`config.mk`:
```
export PLATFORM = sky130hd
export DESIGN_NAME = prime_scan_ctrl_flat
export DESIGN_NICKNAME = d
export VERILOG_FILES = /design/src/rtl/prime_pkg.sv /design/src/rtl/prime_scan_ctrl_if.sv /design/src/rtl/prime_trial_div.sv /design/src/rtl/prime_scan_ctrl.sv /design/src/flat_wrapper.sv
export SDC_FILE = /design/constraint.sdc
export NUM_CORES = 1
export LEC_CHECK = 0
export ABC_AREA = 1
export BUFFER_PORTS_ARGS = -buffer_cell sky130_fd_sc_hd__buf_2
export CAP_MARGIN = 20
export CORE_MARGIN = 3
export CORE_UTILIZATION = 64
export CTS_CLUSTER_DIAMETER = 200
export DETAILED_ROUTE_END_ITERATION = 6
export PLACE_DENSITY = 0.85
export SYNTH_ARGS = -nofsm -noshare
export SYNTH_HDL_FRONTEND = slang
export SYNTH_HIERARCHICAL = 1
export SYNTH_SLANG_ARGS = --single-unit
```
`constraint.sdc`:
```
create_clock -name clk -period 19.01 [get_ports clk]
set_input_delay 4.7525 -clock clk [delete_from_list [all_inputs] [get_ports clk]]
set_output_delay 4.7525 -clock clk [all_outputs]
set_load 0.01 [all_outputs]
```
`src/rtl/prime_pkg.sv`:
```
// Shared definitions for the prime-search scan controller and its trial divider.
// Ports: none (package). Provides WIDTH, the value type, FSM state codes and the
// first candidate constant.
package prime_pkg;

  localparam int WIDTH = 11;

  typedef logic [WIDTH-1:0] val_t;

  // FSM state encodings, kept as plain constants for legacy tool flows
  localparam logic [2:0] ST_IDLE = 3'd0;
  localparam logic [2:0] ST_TEST = 3'd1;
  localparam logic [2:0] ST_EMIT = 3'd2;
  localparam logic [2:0] ST_NEXT = 3'd3;
  localparam logic [2:0] ST_DONE = 3'd4;

  localparam int   FIRST_CAND   = 2;
  localparam val_t FIRST_CAND_V = val_t'(FIRST_CAND);

endpackage

```
`src/rtl/prime_scan_ctrl_if.sv`:
```
// Host-side bundle of the prime scan controller: launch, status and prime stream.
// Ports: master = host (drives start/num_max/prime_ready), slave = controller
// (drives busy/done/prime_valid/prime/number_checked/number_of_primes).
interface prime_scan_ctrl_if;
  import prime_pkg::*;

  logic start;
  val_t num_max;
  logic busy;
  logic done;
  logic prime_valid;
  logic prime_ready;
  val_t prime;
  val_t number_checked;
  val_t number_of_primes;

  modport master (
    output start, num_max, prime_ready,
    input  busy, done, prime_valid, prime, number_checked, number_of_primes
  );

  modport slave (
    input  start, num_max, prime_ready,
    output busy, done, prime_valid, prime, number_checked, number_of_primes
  );

endinterface

```
`src/rtl/prime_trial_div.sv`:
```
// Trial-division checker: tests one divisor d of cand per cycle.
// Latency: verdict is combinational on the current d; d advances one step per cycle.
// Backpressure: none; the controller holds cand and only steps d while unresolved.
// Ports: clk, rst (sync, active-high); init loads d=2; step increments d;
// cand is the value under test; is_prime / is_comp / resolved report the verdict.
module prime_trial_div
  import prime_pkg::*;
(
  input  logic clk,
  input  logic rst,
  input  logic init,
  input  logic step,
  input  val_t cand,
  output logic is_prime,
  output logic is_comp,
  output logic resolved
);

  val_t                 d;
  logic [2*WIDTH-1:0]   d_sq;
  val_t                 rem;
  logic                 d_nz;

  always_ff @(posedge clk) begin
    if (rst) begin
      d <= '0;
    end else if (init) begin
      d <= FIRST_CAND_V;
    end else if (step) begin
      d <= d + val_t'(1);
    end
  end

  always_comb begin
    // Square at double width so d*d can never wrap for any d
    d_sq     = {{WIDTH{1'b0}}, d} * {{WIDTH{1'b0}}, d};
    d_nz     = (d != '0);
    // d is only zero straight after reset; avoid a divide by zero there
    rem      = d_nz ? (cand % d) : cand;
    is_prime = (d_sq > {{WIDTH{1'b0}}, cand});
    is_comp  = !is_prime && d_nz && (rem == '0);
    resolved = is_prime || is_comp;
  end

endmodule

```
`src/rtl/prime_scan_ctrl.sv`:
```
// Prime scan controller: walks candidates 2..num_max through trial division and
// streams every prime found; start/busy/done launch handshake.
// Latency: busy the cycle after start; per candidate = test cycles + 1 NEXT + EMIT.
// Backpressure: prime_valid/prime hold in EMIT until prime_ready; scan stalls meanwhile.
// Ports: clk, rst (sync, active-high), bus (prime_scan_ctrl_if.slave).
// Build option: PRIME_SCAN_ODD_SKIP_EN skips even candidates after 2.
module prime_scan_ctrl
  import prime_pkg::*;
(
  input  logic               clk,
  input  logic               rst,
  prime_scan_ctrl_if.slave   bus
);

  logic [2:0]     state;
  val_t           lim;
  val_t           cand;
  val_t           prime_q;
  val_t           checked_q;
  val_t           count_q;

  logic           td_init;
  logic           td_step;
  logic           td_is_prime;
  logic           td_is_comp;
  logic           td_resolved;

  // One extra bit so the step past lim = 2^WIDTH-1 is seen, not wrapped
  logic [WIDTH:0] next_cand;
  logic           last_cand;

  prime_trial_div u_trial_div (
    .clk      (clk),
    .rst      (rst),
    .init     (td_init),
    .step     (td_step),
    .cand     (cand),
    .is_prime (td_is_prime),
    .is_comp  (td_is_comp),
    .resolved (td_resolved)
  );

  always_comb begin
`ifdef PRIME_SCAN_ODD_SKIP_EN
    // 2 -> 3, then odd values only
    if (cand == FIRST_CAND_V) begin
      next_cand = {1'b0, cand} + (WIDTH+1)'(1);
    end else begin
      next_cand = {1'b0, cand} + (WIDTH+1)'(2);
    end
`else
    next_cand = {1'b0, cand} + (WIDTH+1)'(1);
`endif
    last_cand = (next_cand > {1'b0, lim});
  end

  // Divisor restarts at 2 on launch and on every move to a new candidate
  always_comb begin
    td_init = 1'b0;
    td_step = 1'b0;
    case (state)
      ST_IDLE: td_init = bus.start;
      ST_TEST: td_step = !td_resolved;
      ST_NEXT: td_init = !last_cand;
      default: ;
    endcase
  end

  always_ff @(posedge clk) begin
    if (rst) begin
      state     <= ST_IDLE;
      lim       <= '0;
      cand      <= '0;
      prime_q   <= '0;
      checked_q <= '0;
      count_q   <= '0;
    end else begin
      case (state)
        ST_IDLE: begin
          if (bus.start) begin
            lim       <= bus.num_max;
            cand      <= FIRST_CAND_V;
            prime_q   <= '0;
            checked_q <= '0;
            count_q   <= '0;
            state     <= (bus.num_max < FIRST_CAND_V) ? ST_DONE : ST_TEST;
          end
        end
        ST_TEST: begin
          if (td_is_prime) begin
            checked_q <= cand;
            prime_q   <= cand;
            state     <= ST_EMIT;
          end else if (td_is_comp) begin
            checked_q <= cand;
            state     <= ST_NEXT;
          end
        end
        ST_EMIT: begin
          if (bus.prime_ready) begin
            count_q <= count_q + val_t'(1);
            state   <= ST_NEXT;
          end
        end
        ST_NEXT: begin
          if (last_cand) begin
            state <= ST_DONE;
          end else begin
            cand  <= next_cand[WIDTH-1:0];
            state <= ST_TEST;
          end
        end
        ST_DONE: state <= ST_IDLE;
        default: state <= ST_IDLE;
      endcase
    end
  end

  assign bus.busy             = (state == ST_TEST) || (state == ST_EMIT) || (state == ST_NEXT);
  assign bus.done             = (state == ST_DONE);
  assign bus.prime_valid      = (state == ST_EMIT);
  assign bus.prime            = prime_q;
  assign bus.number_checked   = checked_q;
  assign bus.number_of_primes = count_q;

endmodule

```
`src/flat_wrapper.sv`:
```
// flat-port wrapper written by rule: the top's interface ports become plain ports
module prime_scan_ctrl_flat import prime_pkg::*;
  (clk, rst, bus_start, bus_num_max, bus_prime_ready, bus_busy, bus_done, bus_prime_valid, bus_prime, bus_number_checked, bus_number_of_primes);
  prime_scan_ctrl_if bus_i ();
  input  logic clk;
  input  logic rst;
  input wire logic [$bits(bus_i.start)-1:0] bus_start;
  input wire logic [$bits(bus_i.num_max)-1:0] bus_num_max;
  input wire logic [$bits(bus_i.prime_ready)-1:0] bus_prime_ready;
  output wire logic [$bits(bus_i.busy)-1:0] bus_busy;
  output wire logic [$bits(bus_i.done)-1:0] bus_done;
  output wire logic [$bits(bus_i.prime_valid)-1:0] bus_prime_valid;
  output wire logic [$bits(bus_i.prime)-1:0] bus_prime;
  output wire logic [$bits(bus_i.number_checked)-1:0] bus_number_checked;
  output wire logic [$bits(bus_i.number_of_primes)-1:0] bus_number_of_primes;
  assign bus_i.start = bus_start;
  assign bus_i.num_max = bus_num_max;
  assign bus_i.prime_ready = bus_prime_ready;
  assign bus_busy = bus_i.busy;
  assign bus_done = bus_i.done;
  assign bus_prime_valid = bus_i.prime_valid;
  assign bus_prime = bus_i.prime;
  assign bus_number_checked = bus_i.number_checked;
  assign bus_number_of_primes = bus_i.number_of_primes;
  prime_scan_ctrl u_core (.clk(clk), .rst(rst), .bus(bus_i));
endmodule
```
==> reports/qor.yml <==
outcome: "finished, final reports clean"
synth_area_sq_um: 10500
setup_violations: 0
cp_slowest_cell: "dfxtp_1"
htree_levels: 3
dieWidth_um: 134
fin_crit_sh_pct: 87.7
antenna_found_initial: 0
mostFrequentLayoutCells: "nand2_1 (369), inv_1 (274), ha_1 (145), a21oi_1 (112), nor2_1 (107)"
core-area_sq_um: 16000
arrival_ps: 16930
cts_buffer_depth: 2
fin_skew_ps: 5.88
synthFlopType: "dfxtp_1"
die_y_um: 134
synth-seq-cells: 69
track_usage_pct: 29.8
seq_area_frac_synth_pct: 13.1
slew_headroom_pct: 42.4
critPathTopFamily: "simple AND/OR/NAND/NOR gates"
gp_congestion: 0.982
antenna_left: 0
r2r_slack_ps: 2350
wl_per_cell_um: 14.8
cts_tree: "done"
drc_errors: 0
maxSlewViolCount: 0
synth_cells: 1560
std_cell_rows: 46
clock_sinks: 69
cts_resized: 0
final_layout_size_suffix_gt1_share_pct: 9.96
clockRootBuffer: "clkbuf_16"
via_count: 10100
antenna_cells: 0
critPathMaxFanout: 15
syn_nets: 1785
drv_cap: 0
final_util_pct: 70.3
fin_setup_tns_ps: 0
drtPass1Iterations: 5
worst_pin_slew_ps: 859
grt_start_max_net_pins: 37
fmax_ghz: 0.0600
pin_count: 51
synth_edf_count: 0
crit_buf_inv: 15
cp.required_ps: 19280
drt-vias-per-instance: 5.58
path_clk_slew_ps: 60
cpMostUsedCell: "nand2_1"
async_reset_ff_share_pct: 0
worst-setup-path-type: "reg -> reg"
overflow: 0
hold_viol_final: 0
synth_cell_types: 53
hpwl_mm: 21.1
syn_to_final_growth_pct: 6.70
synth_area_per_cell_sq_um: 6.76
worstSetupEndpointType: "flop"
cts_hold_buf: 0
nets: 1817
ys_warn_count: 6
layout_commonest_cell: "nand2_1"
grt_pass1_wl_mm: 44.4
cts_buffers: 9
period_needed_ps: 16660
rsz0062_at_grt: "no"
dp_cells: 1797
worst_setup_path_start_kind: "flop"
instances_no_fill: 1813
start_util_pct: 65.9
min_path_type: "reg -> reg"
dieArea_sq_um: 18100
cts_setup_buffers: 0
first_global_vias: 9388
drt_iter0_markers: 966
critical-path-max-stage-delay_ps: 680
clk_latency_ps: 340
wl_mm: 26.8
numPortBuffers: 50
## kinds of logic (layout without fill, tap and decap cells)
family	after synthesis	count (layout)	synth area share (%)
other	2	2	0.0712
and+or+nand+nor	671	671	28.9
AOI/OAI and AO/OA	223	223	11.7
xor gates and xnor gates	59	59	4.90
DFF	69	69	13.1
adders and majority gates	210	210	29.5
buffers and inverters	326	363	11.8
## flip-flops by register name (all words and copies together) (netlist names)
name,flops
u_core/lim,11
u_core/u_trial_div/d,11
u_core/bus.number_checked,11
u_core/state,3
u_core/bus.number_of_primes,11
u_core/cand,11
u_core/bus.prime,11
## stage by stage
stage / hold WS (ps) / instance area (sq um) / setup WS, ps
6_report: 465 / 11300 / 2350
5_1_grt: 479 / 11300 / 707
4_1_cts: 464 / 11300 / 2650
3_5_place_dp: 454 / 11000 / 2730
3_3_place_gp: 449 / 11000 / 3280
2_1_floorplan: 435 / 10500 / 4810
## synthesized netlist by cell type, types with 2 or more instances
| cell | n | area [sq um] |
|---|---|---|
| o21ai_0 | 63 | 315 |
| inv_2 | 14 | 52.6 |
| nor4b_1 | 2 | 17.5 |
| inv_4 | 3 | 18.8 |
| nor2_2 | 3 | 18.8 |
| nor3_2 | 6 | 60.1 |
| nand2_1 | 369 | 1390 |
| a31oi_1 | 2 | 12.5 |
| o21ai_2 | 4 | 35.0 |
| nand2_4 | 5 | 56.3 |
| o221ai_1 | 2 | 17.5 |
| nor2_4 | 3 | 33.8 |
| o21bai_1 | 5 | 37.5 |
| xor2_1 | 41 | 359 |
| nand2_2 | 14 | 87.6 |
| o21ai_1 | 15 | 75.1 |
| inv_1 | 274 | 1030 |
| nor2_1 | 107 | 402 |
| buf_2 | 3 | 15.0 |
| ha_1 | 145 | 1810 |
| nor3_1 | 23 | 115 |
| nand4_1 | 16 | 100 |
| nand3_2 | 20 | 200 |
| fa_1 | 65 | 1300 |
| nand3_1 | 74 | 370 |
| nand3b_1 | 7 | 52.6 |
| o211ai_1 | 3 | 22.5 |
| a211oi_1 | 2 | 15.0 |
| o2111ai_1 | 2 | 17.5 |
| dfxtp_1 | 69 | 1380 |
| conb_1 | 2 | 7.51 |
| xnor2_1 | 18 | 158 |
| a21oi_1 | 112 | 561 |
| a21boi_1 | 2 | 15.0 |
| and2_1 | 5 | 31.3 |
| o21a_1 | 4 | 30.0 |
| or2_2 | 11 | 68.8 |
| clkbuf_1 | 29 | 109 |
| o31ai_1 | 2 | 15.0 |
## layer usage
layer,GRT usage (%),wire length (um),part of all wire [%],vias to the layer above
met5,0,0,0,-
met4,8.48,607,2.3,0
met3,3.00,1980,7.4,55
met2,49.5,12300,46,418
met1,41.5,11900,44,4605
li1,-,-,-,5032
## worst min-delay path, stage by stage, from the launching register on
cell and delay (ps):
dfxtp_1 310, nand2_1 60, a21oi_1 50
## path summary, 6_finish.rpt
| kind | from | to | cells past startpoint |
|---|---|---|---|
| max | u_core/u_trial_div/d[0] | u_core/u_trial_div/d[10] | 119 |
| min | u_core/bus.prime[0] | u_core/bus.prime[0] | 2 |
| max reg2reg | u_core/u_trial_div/d[0] | u_core/u_trial_div/d[10] | 119 |
| min reg2reg | u_core/bus.prime[0] | u_core/bus.prime[0] | 2 |
## area by class of cell
cell class / instances / area (sq um)
Multi-Input combinational cell: 1165 / 7920
Sequential cell: 69 / 1380
Fill cell: 1376 / 4750
Clock inverter: 5 / 35.0
Timing Repair Buffer: 56 / 295
Clock buffer: 11 / 253
Inverter: 291 / 1100
Tap cell: 216 / 270
Power is left out: the tool's default activity adds up to more than one toggle a clock period on the data nets, which glitch-free logic cannot reach.
